===== src/rtl/apb_master_bridge_pkg.sv =====
// apb_master_bridge_pkg: shared state, command types and default widths for the APB requester.
package apb_master_bridge_pkg;
    localparam int APB_ADDR_W = 8;
    localparam int APB_DATA_W = 32;
    typedef enum logic [1:0] {IDLE, SETUP, ACCESS} apb_state_t;
    typedef struct packed {
        logic                  write;
        logic [APB_ADDR_W-1:0] addr;
        logic [APB_DATA_W-1:0] wdata;
    } apb_cmd_t;
endpackage


===== src/rtl/apb_master_bridge_if.sv =====
// apb_master_bridge_if: command/response stream plus APB3 bus; master = bridge view, slave = environment view.
interface apb_master_bridge_if
    import apb_master_bridge_pkg::*;
#(
    parameter int ADDR_W = APB_ADDR_W,
    parameter int DATA_W = APB_DATA_W
);
    logic              cmd_valid;
    logic              cmd_ready;
    logic              cmd_write;
    logic [ADDR_W-1:0] cmd_addr;
    logic [DATA_W-1:0] cmd_wdata;
    logic              rsp_valid;
    logic [DATA_W-1:0] rsp_rdata;
    logic              rsp_slverr;
    logic              psel;
    logic              penable;
    logic              pwrite;
    logic [ADDR_W-1:0] paddr;
    logic [DATA_W-1:0] pwdata;
    logic [DATA_W-1:0] prdata;
    logic              pready;
    logic              pslverr;
    modport master (
        input  cmd_valid, cmd_write, cmd_addr, cmd_wdata, prdata, pready, pslverr,
        output cmd_ready, rsp_valid, rsp_rdata, rsp_slverr, psel, penable, pwrite, paddr, pwdata
    );
    modport slave (
        output cmd_valid, cmd_write, cmd_addr, cmd_wdata, prdata, pready, pslverr,
        input  cmd_ready, rsp_valid, rsp_rdata, rsp_slverr, psel, penable, pwrite, paddr, pwdata
    );
endinterface


===== src/rtl/apb_master_bridge_timeout_cnt.sv =====
// apb_master_bridge_timeout_cnt: saturating ACCESS-phase wait counter; expired_o once the count equals limit_i.
module apb_master_bridge_timeout_cnt #(
    parameter int W = 5
) (
    input  logic         clk,
    input  logic         rst,
    input  logic         clear_i,
    input  logic         enable_i,
    input  logic [W-1:0] limit_i,
    output logic         expired_o
);
    logic [W-1:0] cnt_q;
    always_ff @(posedge clk)
        cnt_q <= (rst || clear_i) ? '0 : (enable_i && cnt_q != limit_i) ? cnt_q + W'(1) : cnt_q;
    assign expired_o = cnt_q == limit_i;
endmodule


===== src/rtl/apb_master_bridge.sv =====
// apb_master_bridge: valid/ready command stream to APB3 SETUP/ACCESS transfers with a one-cycle response strobe.
// Define APB_MASTER_TIMEOUT_EN to abort ACCESS phases that stall for TIMEOUT_CYCLES cycles.
module apb_master_bridge
    import apb_master_bridge_pkg::*;
#(
    parameter int ADDR_W         = APB_ADDR_W,
    parameter int DATA_W         = APB_DATA_W,
    parameter int TIMEOUT_CYCLES = 16
) (
    input logic                 pclk,
    input logic                 rst,
    apb_master_bridge_if.master bus
);
    apb_state_t        state_q;
    logic              cmd_ready_q;
    logic              psel_q;
    logic              penable_q;
    logic              pwrite_q;
    logic [ADDR_W-1:0] paddr_q;
    logic [DATA_W-1:0] pwdata_q;
    logic              rsp_valid_q;
    logic [DATA_W-1:0] rsp_rdata_q;
    logic              rsp_slverr_q;
    logic              expired;

    if (TIMEOUT_CYCLES < 1) begin : g_bad_timeout
        $error("TIMEOUT_CYCLES must be at least 1");
    end

`ifdef APB_MASTER_TIMEOUT_EN
    localparam int CNT_W = $clog2(TIMEOUT_CYCLES) + 1;
    apb_master_bridge_timeout_cnt #(.W(CNT_W)) u_timeout (
        .clk      (pclk),
        .rst      (rst),
        .clear_i  (state_q == SETUP),
        .enable_i (state_q == ACCESS && !bus.pready),
        .limit_i  (CNT_W'(TIMEOUT_CYCLES - 1)),
        .expired_o(expired)
    );
`else
    assign expired = 1'b0;
`endif

    always_ff @(posedge pclk) begin
        if (rst) begin
            state_q      <= IDLE;
            cmd_ready_q  <= 1'b0;
            psel_q       <= 1'b0;
            penable_q    <= 1'b0;
            pwrite_q     <= 1'b0;
            paddr_q      <= '0;
            pwdata_q     <= '0;
            rsp_valid_q  <= 1'b0;
            rsp_rdata_q  <= '0;
            rsp_slverr_q <= 1'b0;
        end else begin
            rsp_valid_q <= 1'b0;
            case (state_q)
                IDLE: begin
                    cmd_ready_q <= !(bus.cmd_valid && cmd_ready_q);
                    if (bus.cmd_valid && cmd_ready_q) begin
                        state_q  <= SETUP;
                        psel_q   <= 1'b1;
                        pwrite_q <= bus.cmd_write;
                        paddr_q  <= bus.cmd_addr;
                        pwdata_q <= bus.cmd_wdata;
                    end
                end
                SETUP: begin
                    state_q   <= ACCESS;
                    penable_q <= 1'b1;
                end
                ACCESS: begin
                    // pready outranks a timeout landing in the same cycle
                    if (bus.pready || expired) begin
                        state_q      <= IDLE;
                        cmd_ready_q  <= 1'b1;
                        psel_q       <= 1'b0;
                        penable_q    <= 1'b0;
                        rsp_valid_q  <= 1'b1;
                        rsp_slverr_q <= bus.pready ? bus.pslverr : 1'b1;
                        rsp_rdata_q  <= (bus.pready && !pwrite_q) ? bus.prdata : '0;
                    end
                end
                default: state_q <= IDLE;
            endcase
        end
    end

    assign bus.cmd_ready  = cmd_ready_q;
    assign bus.psel       = psel_q;
    assign bus.penable    = penable_q;
    assign bus.pwrite     = pwrite_q;
    assign bus.paddr      = paddr_q;
    assign bus.pwdata     = pwdata_q;
    assign bus.rsp_valid  = rsp_valid_q;
    assign bus.rsp_rdata  = rsp_rdata_q;
    assign bus.rsp_slverr = rsp_slverr_q;
endmodule


===== src/flat_wrapper.sv =====
// flat-port wrapper written by rule: the top's interface ports become plain ports
module apb_master_bridge_flat import apb_master_bridge_pkg::*;
#(
    parameter int ADDR_W         = APB_ADDR_W,
    parameter int DATA_W         = APB_DATA_W,
    parameter int TIMEOUT_CYCLES = 16
)
  (pclk, rst, bus_cmd_valid, bus_cmd_write, bus_cmd_addr, bus_cmd_wdata, bus_prdata, bus_pready, bus_pslverr, bus_cmd_ready, bus_rsp_valid, bus_rsp_rdata, bus_rsp_slverr, bus_psel, bus_penable, bus_pwrite, bus_paddr, bus_pwdata);
  apb_master_bridge_if #(.ADDR_W(ADDR_W), .DATA_W(DATA_W)) bus_i ();
  input logic pclk;
  input logic rst;
  input wire logic [$bits(bus_i.cmd_valid)-1:0] bus_cmd_valid;
  input wire logic [$bits(bus_i.cmd_write)-1:0] bus_cmd_write;
  input wire logic [$bits(bus_i.cmd_addr)-1:0] bus_cmd_addr;
  input wire logic [$bits(bus_i.cmd_wdata)-1:0] bus_cmd_wdata;
  input wire logic [$bits(bus_i.prdata)-1:0] bus_prdata;
  input wire logic [$bits(bus_i.pready)-1:0] bus_pready;
  input wire logic [$bits(bus_i.pslverr)-1:0] bus_pslverr;
  output wire logic [$bits(bus_i.cmd_ready)-1:0] bus_cmd_ready;
  output wire logic [$bits(bus_i.rsp_valid)-1:0] bus_rsp_valid;
  output wire logic [$bits(bus_i.rsp_rdata)-1:0] bus_rsp_rdata;
  output wire logic [$bits(bus_i.rsp_slverr)-1:0] bus_rsp_slverr;
  output wire logic [$bits(bus_i.psel)-1:0] bus_psel;
  output wire logic [$bits(bus_i.penable)-1:0] bus_penable;
  output wire logic [$bits(bus_i.pwrite)-1:0] bus_pwrite;
  output wire logic [$bits(bus_i.paddr)-1:0] bus_paddr;
  output wire logic [$bits(bus_i.pwdata)-1:0] bus_pwdata;
  assign bus_i.cmd_valid = bus_cmd_valid;
  assign bus_i.cmd_write = bus_cmd_write;
  assign bus_i.cmd_addr = bus_cmd_addr;
  assign bus_i.cmd_wdata = bus_cmd_wdata;
  assign bus_i.prdata = bus_prdata;
  assign bus_i.pready = bus_pready;
  assign bus_i.pslverr = bus_pslverr;
  assign bus_cmd_ready = bus_i.cmd_ready;
  assign bus_rsp_valid = bus_i.rsp_valid;
  assign bus_rsp_rdata = bus_i.rsp_rdata;
  assign bus_rsp_slverr = bus_i.rsp_slverr;
  assign bus_psel = bus_i.psel;
  assign bus_penable = bus_i.penable;
  assign bus_pwrite = bus_i.pwrite;
  assign bus_paddr = bus_i.paddr;
  assign bus_pwdata = bus_i.pwdata;
  apb_master_bridge #(.ADDR_W(ADDR_W), .DATA_W(DATA_W), .TIMEOUT_CYCLES(TIMEOUT_CYCLES)) u_core (.pclk(pclk), .rst(rst), .bus(bus_i));
endmodule

===== config.mk =====
export PLATFORM = sky130hd
export DESIGN_NAME = apb_master_bridge_flat
export DESIGN_NICKNAME = d
export VERILOG_FILES = /design/src/rtl/apb_master_bridge_pkg.sv /design/src/rtl/apb_master_bridge_if.sv /design/src/rtl/apb_master_bridge_timeout_cnt.sv /design/src/rtl/apb_master_bridge.sv /design/src/flat_wrapper.sv
export SDC_FILE = /design/constraint.sdc
export NUM_CORES = 1
export LEC_CHECK = 0
export CAP_MARGIN = 10
export CORE_UTILIZATION = 42
export DETAILED_ROUTE_END_ITERATION = 10
export PLACE_DENSITY_LB_ADDON = 0.25
export RECOVER_POWER = 25
export SLEW_MARGIN = 15
export SYNTH_ARGS = -nofsm -noshare
export SYNTH_HDL_FRONTEND = slang
export SYNTH_SLANG_ARGS = --single-unit

===== constraint.sdc =====
create_clock -name pclk -period 2.8 [get_ports pclk]
set_clock_uncertainty 0.1 [all_clocks]
set_input_delay 0.42 -clock pclk [delete_from_list [all_inputs] [get_ports pclk]]
set_output_delay 0.42 -clock pclk [all_outputs]
set_load 0.1 [all_outputs]

==> flow_summary.ini <==
[floorplan]
fp.dieW_um = 86.1
io_pins = 156
die-area_um2 = 7410
fp.dieH_um = 86.1
start_util = 0.437
rows = 30
core_um2 = 6790

[logic_synthesis]
synth-edff-count = 0
synth_seq_cells = 80
synth_cells = 348
synth_nets = 426
yosysSeqAreaShare = 0.540
synth.distinct_cells = 19
synth.yosys.warnings = 0
synthArstFlopShare = 0
synth_top_flop_cell = dfxtp_1
syn_avg_cell_area_um2 = 8.53
syn_area_um2 = 2970

[timing]
slew_headroom = 0.199
tightest_slew_ns = 1.21
final_hold_viol_count = 0
drv_slew = 0
setup_violations = 0
finalWorstSetupSlack_ns = 0.706
finalCritPeriodShare = 0.748
fin_crit_ns = 2.09
fmax_mhz = 477
rsz0062_at_grt = no
fin_tns_setup_ns = 0
hold_slack_ns = 0.352

[clock_network]
ctsResizeCount = 0
ctsLongestPathBuffers = 2
clock-sinks = 80
clk_latency_ns = 0.34
postCtsSetupBuffers = 0
cts_hold_buffers = 0
root_buffer = clkbuf_8
h-tree-depth = 3
numCtsBuffers = 9
tritoncts = built
clk_pin_slew_ns = 0.07

[setup_path]
path_depth = 1
crit_buf_inv = 1
end_kind = output pin
crit_type = reg2out
cpPeakStageDelay_ns = 0.89
startpoint_type = register
worstPathRequired_ns = 2.28
cp.arrival_ns = 1.57
path_cells = clkbuf_1
path_delay_family = buffers and inverters
cpMaxStageDelayCell = clkbuf_1
rrSetupSlack_ns = 1.15
reg2regPathDepth = 4
worstPathMaxFanout = 2
reg2reg_from = u_core.state_q[1]
crit_start = u_core.bus.pwdata[15]

[min_path]
hold_depth = 2
worstHoldStart = u_core.bus.rsp_rdata[15]
hold_class = reg2reg

[placed_design]
io_buffers = 155
dpl_worst_slack_ns = 0.744
gp_congestion = 0.757
hpwlAfterDp_um = 5160

[final_layout]
multiInputGateArea_um2 = 1150
area_growth_syn_to_layout_pct = 49.0
utilization = 0.651
layout_commonest_cell = nand2_1
nNetsFinal = 569
drive_gt1_frac = 0.143
mostFrequentLayoutCells = nand2_1 (116), dfxtp_1 (80), a21oi_1 (77), clkdlybuf4s50_1 (74), buf_4 (50)
regArea_um2 = 1600
nFillCells = 623
diodes = 0

[flow_run]
max_cap_violations = 0

[status]
outcome = finished, final reports clean

[global_routing]
grtUsageTotal = 0.215
grt_pass1_wl_um = 12400
overflow = 0
antenna_found_initial = 0
grt_pass1_vias = 2719
grt_max_degree = 47

[power]
ir_worst_vdd_mv = 0.350
power_leakage_nw = 1.64
pwr_density_cell_nw_per_um2 = 626

[detailed_routing]
drtAntennaViolNets = 0
avgViaCountPerCell = 4.78
wl_um = 7690
drt-initial-drc-count = 96
drc = 0
detail_route.wl_per_cell_um = 13.0
dr.pass1.iters = 4
via_count = 2827
[power by group]
group | total, W | switching [W] | internal (W) | leakage [nW]
registers | 0.00120 | 0.0000227 | 0.00118 | 0.649
logic | 0.000572 | 0.000399 | 0.000173 | 0.872
clock network | 0.000993 | 0.000404 | 0.000589 | 0.116
total | 0.00277 | 0.000826 | 0.00194 | 1.64
[registers in the layout, indices dropped and copies added (netlist names)]
register,flops
u_core.bus.penable,1
u_core.bus.paddr,8
u_core.bus.rsp_rdata,32
u_core.bus.cmd_ready,1
u_core.bus.rsp_valid,1
u_core.bus.pwdata,32
u_core.bus.rsp_slverr,1
u_core.bus.psel,1
u_core.state_q,2
u_core.bus.pwrite,1
[cells by family after synthesis]
kind of cell    after synthesis  share of synthesized area
simple gates                159                      0.257
flops                        80                      0.540
compound gates               78                      0.132
buf+inv                      31                     0.0712
[worst min-delay path, cell delays in order (launching register included)]
cell and delay [ns]:
dfxtp_1 0.31, nand2_1 0.05, a21oi_1 0.05
[per-stage QoR]
| step | area (µm²) | instances | total power [W] |
|---|---|---|---|
| 5_1_grt | 4420 | 592 | 0.00288 |
| 2_1_floorplan | 2970 | 348 | 0.00163 |
| 6_report | 4420 | 592 | 0.00277 |
| 3_5_place_dp | 4310 | 576 | 0.00181 |
| 4_1_cts | 4540 | 592 | 0.00281 |
| 3_3_place_gp | 4310 | 576 | 0.00181 |
[layout make-up]
cell class | instances | share of cell area
multi-input combinational | 237 | 0.261
timing repair buffer | 161 | 0.295
clock buffer | 10 | 0.0289
inverter | 2 | 0.00170
tap | 96 | 0.0272
clock inverter | 6 | 0.0243
sequential | 80 | 0.362
[per-layer routing]
layer / wire [µm] / track usage / up-vias
met5: 0 / 0 / -
met3: 725 / 0.0876 / 14
met1: 3230 / 0.242 / 1266
met4: 148 / 0.0955 / 0
li1: - / - / 1426
met2: 3580 / 0.359 / 121
[Yosys cell counts (2+ instances only)]
master | number | area, µm²
buf_2 | 4 | 20.0
nand3b_1 | 33 | 248
buf_6 | 5 | 56.3
buf_4 | 5 | 37.5
buf_8 | 3 | 45.0
nor2_1 | 3 | 11.3
clkbuf_1 | 12 | 45.0
nand2_1 | 116 | 435
dfxtp_1 | 80 | 1600
a21oi_1 | 77 | 385
inv_1 | 2 | 7.51
[final timing paths]
check,to
max,bus_pwdata[15]
min,u_core.bus.rsp_rdata[15]
max reg2reg,u_core.bus.rsp_rdata[27]
min reg2reg,u_core.bus.rsp_rdata[15]
Power figures use the tool's default switching activity.
